File: config.mk
export PLATFORM = sky130hd
export DESIGN_NAME = rv_dmem_arbiter
export DESIGN_NICKNAME = d
export VERILOG_FILES = /design/src/rtl/rv_dmem_pkg.sv /design/src/rtl/rv_rr_arbiter2.sv /design/src/rtl/rv_dmem_arbiter.sv
export SDC_FILE = /design/constraint.sdc
export NUM_CORES = 1
export LEC_CHECK = 0
export ABC_AREA = 0
export CORE_UTILIZATION = 40
export CTS_BUF_LIST = sky130_fd_sc_hd__clkbuf_4
export CTS_CLUSTER_DIAMETER = 60
export DETAILED_ROUTE_END_ITERATION = 10
export PLACE_DENSITY = 0.95
export SLEW_MARGIN = 25
export SYNTH_ARGS = -nofsm -noshare
export SYNTH_HDL_FRONTEND = slang
export SYNTH_SLANG_ARGS = --single-unit
File: constraint.sdc
create_clock -name clk -period 4.3 [get_ports clk]
set_input_delay 0.43 -clock clk [delete_from_list [all_inputs] [get_ports clk]]
set_output_delay 0.43 -clock clk [all_outputs]
set_load 0.005 [all_outputs]
File: src/rtl/rv_dmem_pkg.sv
// rv_dmem_pkg: shared types, constants and byte-merge helper for the data-memory arbiter.
package rv_dmem_pkg;
    localparam int DEF_ADDR_W = 10;
    localparam int DEF_DATA_W = 32;
    localparam int RQ_CPU = 0;
    localparam int RQ_UART = 1;
    localparam logic [3:0] STRB_FULL = 4'hF;

    typedef enum logic [1:0] {IDLE = 2'd0, MERGE = 2'd1, WRITE = 2'd2} state_t;

    function automatic logic [31:0] merge_bytes(input logic [31:0] wdata, input logic [31:0] old,
                                                input logic [3:0] strb);
        logic [31:0] m;
        for (int i = 0; i < 4; i++) m[8*i +: 8] = strb[i] ? wdata[8*i +: 8] : old[8*i +: 8];
        return m;
    endfunction
endpackage

File: src/rtl/rv_rr_arbiter2.sv
// rv_rr_arbiter2: two-way round-robin grant; the loser of the last contention wins the next one.
module rv_rr_arbiter2 (
    input  logic       clk,
    input  logic       rst,
    input  logic [1:0] req,
    input  logic       enable,
    input  logic       accept,
    output logic [1:0] gnt
);
    logic last;

    always_comb gnt = !enable ? 2'b00 : (&req) ? (last ? 2'b01 : 2'b10) : req;

    always_ff @(posedge clk)
        if (rst) last <= 1'b1;
        else if (accept) last <= gnt[1];
endmodule

File: src/rtl/rv_dmem_arbiter.sv
// rv_dmem_arbiter: shares one data-RAM port between the CPU LSU and the UART bridge.
// Define RV_DMEM_ARB_RMW_EN to turn partial-strobe stores into read-modify-write sequences.
module rv_dmem_arbiter
    import rv_dmem_pkg::*;
#(
    parameter int ADDR_W = DEF_ADDR_W,
    parameter int DATA_W = DEF_DATA_W
) (
    input  logic              clk,
    input  logic              rst,
    input  logic [1:0]        req_i,
    input  logic [1:0]        we_i,
    input  logic [ADDR_W-1:0] addr0_i,
    input  logic [ADDR_W-1:0] addr1_i,
    input  logic [DATA_W-1:0] wdata0_i,
    input  logic [DATA_W-1:0] wdata1_i,
    input  logic [3:0]        wstrb0_i,
    input  logic [3:0]        wstrb1_i,
    output logic [1:0]        gnt_o,
    output logic [1:0]        rvalid_o,
    output logic [DATA_W-1:0] rdata_o,
    output logic              mem_we_o,
    output logic [ADDR_W-1:0] mem_addr_o,
    output logic [DATA_W-1:0] mem_wdata_o,
    input  logic [DATA_W-1:0] mem_rdata_i
);
    logic              idle, win, accept, wr, rd;
    logic [ADDR_W-1:0] win_addr, addr_q;
    logic [DATA_W-1:0] win_wdata, wdata_q;

    rv_rr_arbiter2 u_rr (
        .clk(clk),
        .rst(rst),
        .req(req_i),
        .enable(idle && !rst),
        .accept(accept),
        .gnt(gnt_o)
    );

    assign win = gnt_o[RQ_UART];
    assign accept = |gnt_o;
    assign wr = accept && we_i[win];
    assign rd = accept && !we_i[win];
    assign win_addr = win ? addr1_i : addr0_i;
    assign win_wdata = win ? wdata1_i : wdata0_i;
    // addr_q/wdata_q hold the last driven values; they also carry the latched RMW target and word
    assign mem_addr_o = accept ? win_addr : addr_q;

`ifdef RV_DMEM_ARB_RMW_EN
    state_t     state;
    logic [3:0] strb_q, win_strb;
    logic       partial;

    assign win_strb = win ? wstrb1_i : wstrb0_i;
    assign idle = state == IDLE;
    assign partial = wr && win_strb != STRB_FULL && win_strb != 4'h0;
    assign mem_we_o = !rst && ((wr && win_strb == STRB_FULL) || state == WRITE);
    assign mem_wdata_o = wr ? win_wdata :
                         (state == MERGE) ? merge_bytes(wdata_q, mem_rdata_i, strb_q) : wdata_q;

    always_ff @(posedge clk)
        if (rst) begin
            state <= IDLE;
            strb_q <= 4'h0;
        end else begin
            state <= partial ? MERGE : (state == MERGE) ? WRITE : IDLE;
            if (partial) strb_q <= win_strb;
        end
`else
    assign idle = 1'b1;
    assign mem_we_o = wr;
    assign mem_wdata_o = wr ? win_wdata : wdata_q;
`endif

    always_ff @(posedge clk)
        if (rst) begin
            addr_q <= '0;
            wdata_q <= '0;
            rvalid_o <= 2'b00;
            rdata_o <= '0;
        end else begin
            addr_q <= mem_addr_o;
            wdata_q <= mem_wdata_o;
            rvalid_o <= rd ? gnt_o : 2'b00;
            if (rd) rdata_o <= mem_rdata_i;
        end
endmodule

==> impl_metrics.ini, run 1 <==
[placement]
detailedPlacementHpwl_um = 7818
place_ws_ns = 0.5830
port_buffers = 200
place.gp.congestion = 0.7616

[cells_and_area]
antenna-diode-count = 0
area_delta_synth_final_pct = 61.00
finalNetCount = 750
n_fill_cell = 667
post_route_cells_drive_above_1_share_pct = 4.960

[global_route]
via_count_of_the_first_global_routing_pass = 3651
grt_first_pass_wirelength_um = 16330
all_layer_global_routing_usage_pct = 22.80
global_route.overflow_total = 0
grt_start_max_net_pins = 66
antenna_violations_before_repair = 0

[run_status]
outcome = completed

[synthesis]
synthDominantCellAreaShare_pct = 44.36
synth_largest_area_cell = dfxtp_1
syn-instance-count = 441
syn-cell-area_sq_um = 3475
synth.area.top_cells = dfxtp_1, nand2_1, mux2i_1
syn-mean-instance-area_sq_um = 7.879
synth_fp_nets = 571
synth_top_cells_by_count = nand2_1, dfxtp_1, o21ai_1, o21ai_0
synth-warning-count = 0
ys_seq_area_share_pct = 44.36
synth-seq-cells = 77
postSynth.topFlopCell = dfxtp_1
number_of_flops_mapped_to_enable_cells_by_yosys = 0
postSynth.asyncResetShare_pct = 0
synthMostInstantiatedCell = nand2_1
synth.distinct_cells = 27

[clock_network]
worst_skew_late_latency_ns = 0.41
cts-root-to-sink-buffers = 2
cts_max_level = 3
cts_inserted_buffers = 9
cts-resized-gates = 0
cts_num_sinks = 77
cts_tree = yes
cts_setup_buffers = 0
cts_hold_buffers = 0
path_clk_slew_ns = 0.12
cts_root_buffer = clkbuf_4

[worst_setup_path]
cp_slowest_cell = a21boi_2
critical_path.max_fanout = 65
crit_path_start_kind = primary input
crit_family = buffers and inverters
worstPathCellList = clkdlybuf4s50_1 > a21boi_2 > a22oi_2 > or2_4 > o21ai_1 > clkdlybuf4s50_1
r2r_setup_slack_ns = 2.38
critical-path-max-stage-delay_ns = 0.60
cpMostUsedCell = clkdlybuf4s50_1
timing.critical_path.required_ns = 3.87
critical_path_class = primary input to primary output
worstSetupEndpointType = primary output
crit_arrival_ns = 3.06
timing.critical_path.buf_inv = 2

[routing]
dr.first_iter.drc_count = 107
route.vias.total = 3764
first_pass_iters = 4
viasPerCell = 5.156
top_signal_layer_used = met4
met3_wirelength_um = 730
remaining_drc_errors = 0
final_antenna_net_count = 0
met2WireLength_um = 5486
wl_per_cell_um = 14.41
met1_wire_length_um = 4063
drt_wl_total_um = 10520

[power]
power.density_nw_per_um2 = 285.4
p_leak_nw = 1.985
ir_worst_vdd_uv = 108.4
power.total_mw = 1.597

[timing]
final_period_minus_worst_setup_slack_ns = 3.494
maxSlewHeadroom_pct = 49.74
setup-violations-final = 0
max_freq_ghz = 0.2862
timing.setup.tns_ns = 0
timing.final.hold_violations = 0
fin_worst_skew_ns = 0.02178
worstMarginPinSlew_ns = 0.7538
finalWorstSetupSlack_ns = 0.8058
grt_setup_unrepaired = false
timing_max_transition_violations_final = 0
finalCritPeriodShare_pct = 81.26

[floorplan]
rows = 33
die_width_um = 95.20
dieArea_sq_um = 9063
io_pins = 209
floorplan.core_area_sq_um = 8299
floorplan.initialDensity_pct = 41.87
die_height_um = 95.20

[job]
timing.max_cap.violations = 0

[min_path]
min-delay-path-class = register to register
cells in the final DEF, fill, tap and decap left out, types with 10 or more instances in the layout:
master	netlist	routed
nand3_1	10	10
mux2i_1	32	32
nand2_1	99	99
a21oi_1	32	32
clkdlybuf4s50_1	0	199
nor2_1	11	11
dfxtp_1	77	77
a31oi_1	10	10
o21ai_0	53	53
o21ai_1	54	54
and2_1	11	11
report_power, final:
| group | switching (mW) | internal (mW) |
|---|---|---|
| combinational | 0.184 | 0.263 |
| clock | 0.249 | 0.114 |
| sequential | 0.0223 | 0.763 |
| total | 0.455 | 1.14 |
metal layers:
layer	up-vias	global-route usage (%)
li1	1871	-
met1	1717	24.42
met2	155	42.86
met3	21	4.625
met4	0	9.722
met5	-	0
stage by stage:
stage,area [sq um],hold slack (ns),util [%],std cells
floorplan,3475,0.4187,-,441
global placement,5458,0.4280,65.76,713
detailed placement,5482,0.4396,66.05,714
CTS,5592,0.4582,67.38,730
global route,5594,0.4734,67.41,730
finish,5594,0.4555,67.41,730
final cells by class:
type | count | area (sq um) | share of cell area [%]
clock buffers | 9 | 67.56 | 1.208
flip-flops and latches | 77 | 1541 | 27.56
repair buffers | 205 | 2038 | 36.43
inverters | 2 | 7.507 | 0.1342
well taps | 105 | 131.4 | 2.348
clock inverters | 7 | 42.54 | 0.7605
multi-input cells | 325 | 1765 | 31.56
worst paths after layout:
kind | start | endpoint | depth (start not counted)
setup / recovery | req_i[0] | mem_wdata_o[11] | 6
setup reg to reg | u_rr.last$_SDFFE_PP1N_ | wdata_q[31]$_SDFF_PP0_ | 4
hold / removal | wdata_q[22]$_SDFF_PP0_ | wdata_q[22]$_SDFF_PP0_ | 2
hold reg to reg | wdata_q[22]$_SDFF_PP0_ | wdata_q[22]$_SDFF_PP0_ | 2
flip-flops by register name, indices dropped and copies added, names as in the netlist:
name	flops
rdata_o	32
u_rr.last	1
addr_q	10
rvalid_o	2
wdata_q	32
kinds of logic (layout without fill, tap and decap cells):
kind of cell           count (synthesis)  after routing  synth area share [%]
muxes                                 32             32                 9.219
AOI/OAI and AO/OA                    156            156                 24.20
and+or+nand+nor                      137            137                 16.46
DFF                                   77             77                 44.36
buffers and inverters                 39            223                 5.761
worst register-to-register path, delay by kind of cell, from the launching register on:
kind	cells	cell delay, ns
AOI/OAI and AO/OA	3	1.03
DFF	1	0.36
and+or+nand+nor	1	0.46
(Power assumes the default switching activity.)
==> inputs of run 2 (changes only) <==
- CORE_UTILIZATION: 40 -> 39
- PLACE_DENSITY: 0.95 -> 0.93
- clock period: 4.3 -> 3.55 ns (I/O delays scaled with it)
==> run 2 against run 1 <==
Compared with the run above: final area increased by 0.94%; non-clock buffer count rose by 2; total power increased by 29%; global-route usage down 0.61 points; critical path depth rose by 1; via count fell by 0.40%; clock-buffer cell count stayed put; worst setup slack worse by 0.28 ns.
==> impl_metrics.ini, run 2 (synthesis results as in run 1) <==
[clock_network]
cts_inserted_buffers = 9
path_clk_slew_ns = 0.13
cts-resized-gates = 0
cts_tree = yes
cts_num_sinks = 77
cts_max_level = 3
cts-root-to-sink-buffers = 2
cts_setup_buffers = 0
cts_hold_buffers = 0
worst_skew_late_latency_ns = 0.42
cts_root_buffer = clkbuf_4

[power]
ir_worst_vdd_uv = 193.1
p_leak_nw = 2.010
power.density_nw_per_um2 = 363.6

[floorplan]
die_height_um = 96.39
rows = 34
dieArea_sq_um = 9291
floorplan.initialDensity_pct = 40.04
floorplan.core_area_sq_um = 8678
die_width_um = 96.39
io_pins = 209

[placement]
port_buffers = 200
detailedPlacementHpwl_um = 7689
place.gp.congestion = 0.7299
placement.cell_area_sq_um = 5497
place_ws_ns = 0.3420
post-place-cells = 719

[routing]
final_antenna_net_count = 0
drt_wl_total_um = 10610
viasPerCell = 5.101
wl_per_cell_um = 14.44
route.vias.total = 3749
dr.first_iter.drc_count = 112
first_pass_iters = 4
remaining_drc_errors = 0

[global_route]
via_count_of_the_first_global_routing_pass = 3700
all_layer_global_routing_usage_pct = 22.19
grt_start_max_net_pins = 66
antenna_violations_before_repair = 0
global_route.overflow_total = 0
grt_first_pass_wirelength_um = 16130

[worst_setup_path]
rr_startpoint = u_rr.last$_SDFFE_PP1N_
cp_slowest_cell = clkdlybuf4s50_1
crit_path_start_kind = primary input
critical_path_class = primary input to primary output
critical_path.max_fanout = 29
r2r-end = wdata_q[6]$_SDFF_PP0_
crit_arrival_ns = 2.67
worstPathCellList = clkdlybuf4s50_1 > a21bo_2 > nor2_4 > buf_12 > mux2i_1 > o21ai_1 > clkdlybuf4s50_1
count_of_cells_along_the_worst_register_to_register_path = 4
critical-path-max-stage-delay_ns = 0.52
r2r_setup_slack_ns = 1.80
cp.depth = 7
timing.critical_path.required_ns = 3.19
timing.critical_path.buf_inv = 3
critPathCapture = mem_wdata_o[30]
worstSetupEndpointType = primary output
start_point_of_the_critical_path = req_i[0]
crit_family = buffers and inverters
cpMostUsedCell = clkdlybuf4s50_1

[cells_and_area]
area_delta_synth_final_pct = 62.51
final_cell_mix = clkdlybuf4s50_1, nand2_1, dfxtp_1
post_route_cells_drive_above_1_share_pct = 5.263
final_cell_area_sq_um = 5647
final_core_util_pct = 65.07
number_of_cells_in_the_finished_layout_apart_from_fillers = 735
n_fill_cell = 687
antenna-diode-count = 0
finalNetCount = 752
largest_registers = rdata_o (32), wdata_q (32), addr_q (10)
layout.cells.most_common = clkdlybuf4s50_1

[timing]
fin_worst_skew_ns = 0.02191
final_period_minus_worst_setup_slack_ns = 3.029
finalCritPeriodShare_pct = 85.31
setup-violations-final = 0
worstMarginPinSlew_ns = 0.6267
maxSlewHeadroom_pct = 58.22
timing_max_transition_violations_final = 0
finalWorstSetupSlack_ns = 0.5214
max_freq_ghz = 0.3302
timing.final.hold_violations = 0
grt_setup_unrepaired = false
timing.setup.tns_ns = 0

[run_status]
outcome = completed

[min_path]
min-delay-path-class = register to register
timing.hold.worst.start = wdata_q[19]$_SDFF_PP0_

[job]
timing.max_cap.violations = 0
run 2: how the worst min path moves through the flow:
stage / to / slack [ns] / cells past startpoint
after floorplan: wdata_q[0]$_SDFF_PP0_ / 0.42 / 2
after global placement: wdata_q[8]$_SDFF_PP0_ / 0.43 / 2
after detailed placement: wdata_q[21]$_SDFF_PP0_ / 0.44 / 2
after CTS: rdata_o[12]$_SDFFE_PP0P_ / 0.44 / 3
after global routing: rdata_o[25]$_SDFFE_PP0P_ / 0.44 / 3
final: wdata_q[19]$_SDFF_PP0_ / 0.45 / 2
run 2: worst register-to-register path, stage by stage (launching register included):
cell	delay, ns
dfxtp_1	0.37
nand2b_1	0.29
a22oi_2	0.20
or2_4	0.55
o21ai_0	0.22
run 2: metal layers:
| layer | vias up | routed length, um | global-route usage (%) |
|---|---|---|---|
| met5 | - | 0 | 0 |
| met4 | 0 | 80 | 6.250 |
| met3 | 8 | 677 | 5.947 |
| met2 | 127 | 5708 | 44.56 |
| met1 | 1739 | 4147 | 22.02 |
| li1 | 1875 | - | - |
run 2: cell type report:
cell class / count / area, sq um / area share, %
multi-input cells: 325 / 1753 / 31.04
clock inverters: 7 / 80.08 / 1.418
well taps: 108 / 135.1 / 2.393
flip-flops and latches: 77 / 1541 / 27.30
inverters: 2 / 7.507 / 0.1329
repair buffers: 207 / 2062 / 36.52
clock buffers: 9 / 67.56 / 1.197
run 2: through the flow:
step	hold slack, ns	power (mW)
after detailed placement	0.4417	1.514
after global placement	0.4268	1.493
after floorplan	0.4187	1.184
after CTS	0.4381	2.075
after global routing	0.4425	2.163
final	0.4548	2.053
run 2: where the power goes:
part,internal (mW),switching [mW]
registers,0.925,0.0269
clock network,0.224,0.334
logic,0.321,0.222
==> inputs of run 3 (changes only) <==
- CORE_UTILIZATION: 39 -> 40
- REMOVE_ABC_BUFFERS: unset -> 1
- SYNTH_HIERARCHICAL: unset -> 1
==> run 3 against run 2 <==
Compared with the run above: critical path depth is the same; sequential power hardly changed; worst setup slack gained 0.10 ns; final cell count rose by 2.4%; first-iteration DRC count rose by 1.8%; flip-flop and latch count did not move; critical path type unchanged; critical endpoint is now mem_wdata_o[6]; largest cell class unchanged.
==> impl_metrics.ini, run 3 <==
[min_path]
min-delay-path-class = primary input to register
cells_on_worst_hold_path = 3
timing.hold.worst.start = we_i[1]
min_delay_worst_endpoint = wdata_q[12]$_SDFF_PP0_

[clock_network]
cts_root_buffer = clkbuf_4
cts_inserted_buffers = 9
cts_tree = yes
cts-root-to-sink-buffers = 2
worst_skew_late_latency_ns = 0.41
path_clk_slew_ns = 0.13
cts_max_level = 3
cts_hold_buffers = 0
cts_num_sinks = 77
cts_setup_buffers = 0
cts-resized-gates = 0

[floorplan]
floorplan.core_area_sq_um = 9240
dieArea_sq_um = 9900
rows = 35
io_pins = 209
die_width_um = 99.50
die_height_um = 99.50
floorplan.initialDensity_pct = 41.15

[worst_setup_path]
count_of_cells_along_the_worst_register_to_register_path = 6
timing.critical_path.buf_inv = 3
crit_arrival_ns = 2.57
crit_family = buffers and inverters
timing.critical_path.required_ns = 3.19
cp_slowest_cell = clkdlybuf4s50_1
worstSetupEndpointType = primary output
r2r-end = rdata_o[2]$_SDFFE_PP0P_
worstPathCellList = clkdlybuf4s50_1 > and2_1 > and2_4 > buf_12 > a211oi_1 > a21oi_1 > clkdlybuf4s50_1
critical_path_class = primary input to primary output
critical_path.max_fanout = 48
r2r_setup_slack_ns = 1.54
crit_path_start_kind = primary input
cpMostUsedCell = clkdlybuf4s50_1
critical-path-max-stage-delay_ns = 0.55
rr_startpoint = u_rr/last$_SDFFE_PP1P_

[cells_and_area]
area_delta_synth_final_pct = 57.55
largest_registers = rdata_o (32), wdata_q (32), addr_q (10)
final_cell_mix = clkdlybuf4s50_1, dfxtp_1, a211oi_1, a21oi_1, mux2i_1
layout.cells.most_common = clkdlybuf4s50_1
antenna-diode-count = 0
number_of_cells_in_the_finished_layout_apart_from_fillers = 753
post_route_cells_drive_above_1_share_pct = 6.090
finalNetCount = 749

[timing]
finalCritPeriodShare_pct = 82.46
maxSlewHeadroom_pct = 52.29
final_period_minus_worst_setup_slack_ns = 2.927
fin_worst_skew_ns = 0.01433
grt_setup_unrepaired = false
max_freq_ghz = 0.3416
setup-violations-final = 0
finalHoldWorstSlack_ns = 0.4328
timing.final.hold_violations = 0
timing_max_transition_violations_final = 0
worstMarginPinSlew_ns = 0.7157

[power]
p_leak_nw = 2.269
power.density_nw_per_um2 = 344.9
ir_worst_vdd_uv = 198.5
net-switching-power_mw = 0.5788
p_seq_share_pct = 45.9
int_pwr_mw = 1.487
combPwrFrac_pct = 28.2
clock_power_share_pct = 25.9
power.share.switching_pct = 28.02

[synthesis]
postSynth.topFlopCell = dfxtp_1
ys_seq_area_share_pct = 40.54
synth_largest_area_cell = dfxtp_1
synth-warning-count = 6
postSynth.asyncResetShare_pct = 0
syn-instance-count = 443
synthDominantCellAreaShare_pct = 40.54
syn-mean-instance-area_sq_um = 8.583
synth_top_cells_by_count = dfxtp_1, a21oi_1, a211oi_1, mux2i_1, o21ai_0
synth-seq-cells = 77
syn-cell-area_sq_um = 3802
number_of_flops_mapped_to_enable_cells_by_yosys = 0
synth.distinct_cells = 25
synth.area.top_cells = dfxtp_1, a211oi_1, mux2i_1
synthMostInstantiatedCell = dfxtp_1

[placement]
port_buffers = 200
detailedPlacementHpwl_um = 8916
place.gp.congestion = 0.7812
post-place-cells = 737

[routing]
drt_wl_total_um = 12440
dr.first_iter.drc_count = 114
first_pass_iters = 4
wl_per_cell_um = 16.52
route.vias.total = 4147
viasPerCell = 5.507
remaining_drc_errors = 0
final_antenna_net_count = 0

[global_route]
via_count_of_the_first_global_routing_pass = 4050
grt_start_max_net_pins = 67
all_layer_global_routing_usage_pct = 24.48
global_route.overflow_total = 0
antenna_violations_before_repair = 0
grt_first_pass_wirelength_um = 19460

[job]
timing.max_cap.violations = 0

[run_status]
outcome = completed
## run 3: cell types whose count changed in the layout (fill, tap and decap cells not counted), sizes merged, moves of 12 or more
cell | previous run | this run
a211oi | 0 | 64
and3 | 0 | 32
o21ai | 107 | 43
nand3 | 10 | 32
a21oi | 32 | 65
nor2 | 12 | 0
nand2 | 99 | 14
## run 3: how the worst max path moves through the flow
| stage | start | endpoint | slack [ns] | depth (start not counted) |
|---|---|---|---|---|
| after floorplan | rst | rdata_o[0]$_SDFFE_PP0P_ | -0.87 | 6 |
| after global placement | req_i[0] | mem_wdata_o[20] | 0.65 | 8 |
| after detailed placement | req_i[1] | rdata_o[2]$_SDFFE_PP0P_ | 0.51 | 7 |
| after CTS | req_i[1] | mem_wdata_o[7] | 0.64 | 7 |
| after global routing | req_i[1] | mem_wdata_o[11] | 0.45 | 7 |
| final | req_i[1] | mem_wdata_o[6] | 0.62 | 7 |
## run 3: tightest hold or removal path: stages
cell and delay (ns):
buf_2 0.14, mux2i_1 0.20, a211oi_1 0.10
## run 3: through the flow
step	total power [mW]	instance area, sq um	util (%)	setup WS, ns	TNS (ns)
5_1_grt	2.172	5991	64.83	0.4507	0
4_1_cts	2.086	5988	64.81	0.6352	0
2_1_floorplan	1.168	3557	-	-0.8725	-68.89
6_report	2.066	5991	64.83	0.6227	0
3_5_place_dp	1.547	5849	63.30	0.5067	0
3_3_place_gp	1.527	5849	63.30	0.6513	0
## run 3: cell type report
class                      count  area (sq um)
clock buffer                  10         75.07
clock inverter                 6         63.81
fill                         750          3249
inverter                       3         11.26
multi-input combinational    313          2021
sequential                    77          1541
tap                          129         161.4
timing repair buffer         215          2117
## run 3: logic make-up (layout without fill, tap and decap cells)
kind of cell | Yosys count | after routing | synth area share (%)
AND/OR/NAND/NOR | 97 | 97 | 14.25
multiplexers | 42 | 42 | 11.06
AO/OA/AOI/OAI | 174 | 174 | 27.41
buffers and inverters | 53 | 234 | 6.745
flip-flops | 77 | 77 | 40.54
## run 3: power by group through the flow
stage | combinational, mW | clock (mW) | sequential, mW
finish | 0.583 | 0.534 | 0.949
global placement | 0.565 | 0 | 0.962
global route | 0.632 | 0.586 | 0.954
detailed placement | 0.580 | 0 | 0.967
CTS | 0.585 | 0.553 | 0.948
floorplan | 0.206 | 0 | 0.962
## run 3: routing by layer
layer  part of all wire, %  up-vias  global-route usage, %
met3                   9.2       16                  8.222
met1                    41     1953                  27.91
met5                     0        -                      0
met4                   1.3        0                  6.674
li1                      -     2002                      -
met2                    49      176                  43.59
==> patch: new RTL, settings of run 3 <==
`DEF_DATA_W`: 32 -> 16.
--- a/src/rtl/rv_dmem_pkg.sv
+++ b/src/rtl/rv_dmem_pkg.sv
@@ -1,7 +1,7 @@
 // rv_dmem_pkg: shared types, constants and byte-merge helper for the data-memory arbiter.
 package rv_dmem_pkg;
     localparam int DEF_ADDR_W = 10;
-    localparam int DEF_DATA_W = 32;
+    localparam int DEF_DATA_W = 16;
     localparam int RQ_CPU = 0;
     localparam int RQ_UART = 1;
     localparam logic [3:0] STRB_FULL = 4'hF;
Ports: changed (5 resized); port bits go from 209 to 129. No check against the original RTL was run, so the function may have changed too.
==> patch against run 3 <==
  * Setup slack got worse by 0.27 ns
  * Global-route usage fell by 3.1 points
  * Largest cell class is now multi-input gates
  * Synthesized area fell by 37%
  * Critical endpoint is now mem_wdata_o[7]
  * Clock power fell by 51%
  * Wire length fell by 46%
  * Power fell by 43%
  * Sequential share of layout area fell by 0.87 points
  * Sequential cell count fell by 32
  * Register-to-register slack got worse by 0.25 ns
  * Final area fell by 40%
  * First-iteration DRC count fell by 24%
  * Final cell count fell by 42%
==> patch: results (changes against run 3) <==
metric	value	unit	change
h-tree-depth	2		was 3
vdd_drop_max	0.182	mV	was 0.199 mV
clk_share	1.66	%	was 2.32%
synthDistinctLibCells	30		was 25
dp_cells	431		was 737
track_usage	21.4	%	was 24.5%
nets	448		was 749
synth-seq-area-share	37.6	%	was 40.5%
drive_above_1_share	10.6	%	was 6.09%
place.gp.congestion	0.747		was 0.781
wirelength	6.74	mm	was 12.4 mm
n_all_buffers	126		was 215
sh_seq_area	24.9	%	was 25.7%
pwr-share-seq	47.4	%	was 45.9%
grt_max_degree	35		was 67
drt_iter0_drc	87		was 114
intPower	0.000853	W	was 0.00149 W
clkbuf_count	8		was 10
multi_input_gates	185		was 313
place_area	3560	um2	was 5850 um2
cp_max_fo	26		was 48
leakage	1.37	nW	was 2.27 nW
multi_input_area_share	35.9	%	was 33.7%
fillers	456		was 750
synthTopCellsByCount	dfxtp_1, a21oi_1, a211oi_1		unchanged
dr_total_vias	2406		was 4147
grt_pass1_vias	2288		was 4050
outcome	complete, no violations		unchanged
fin_worst_skew	0.0148	ns	was 0.0143 ns
==> patch: cells by family (layout without fill, tap and decap cells) <==
family | after synthesis | count (layout) | share of synthesized area, %
buffers and inverters | 30 | 137 | 8.61
flip-flops | 45 | 45 | 37.6
AO/OA/AOI/OAI | 94 | 94 | 25.2
multiplexers | 26 | 26 | 10.9
AND/OR/NAND/NOR | 65 | 65 | 17.8
==> patch: per-layer routing <==
layer | part of all wire [%] | global-route usage, % | wire length (um) | vias up
met5 | 0 | 0 | 0 | -
met4 | 0.62 | 4.36 | 42 | 0
met3 | 9.5 | 6.63 | 639 | 6
met2 | 48 | 37.5 | 3200 | 107
met1 | 42 | 25.5 | 2860 | 1128
li1 | - | - | - | 1165
==> patch: worst paths after layout <==
path                            slack, ns  cells after the start         from              to
worst min-delay path                 0.47                      2  rdata_o[11]     rdata_o[11]
worst min register to register       0.47                      2  rdata_o[11]     rdata_o[11]
worst max-delay path                 0.36                      8          rst  mem_wdata_o[7]
worst max register to register       1.29                      6    u_rr/last      rdata_o[8]
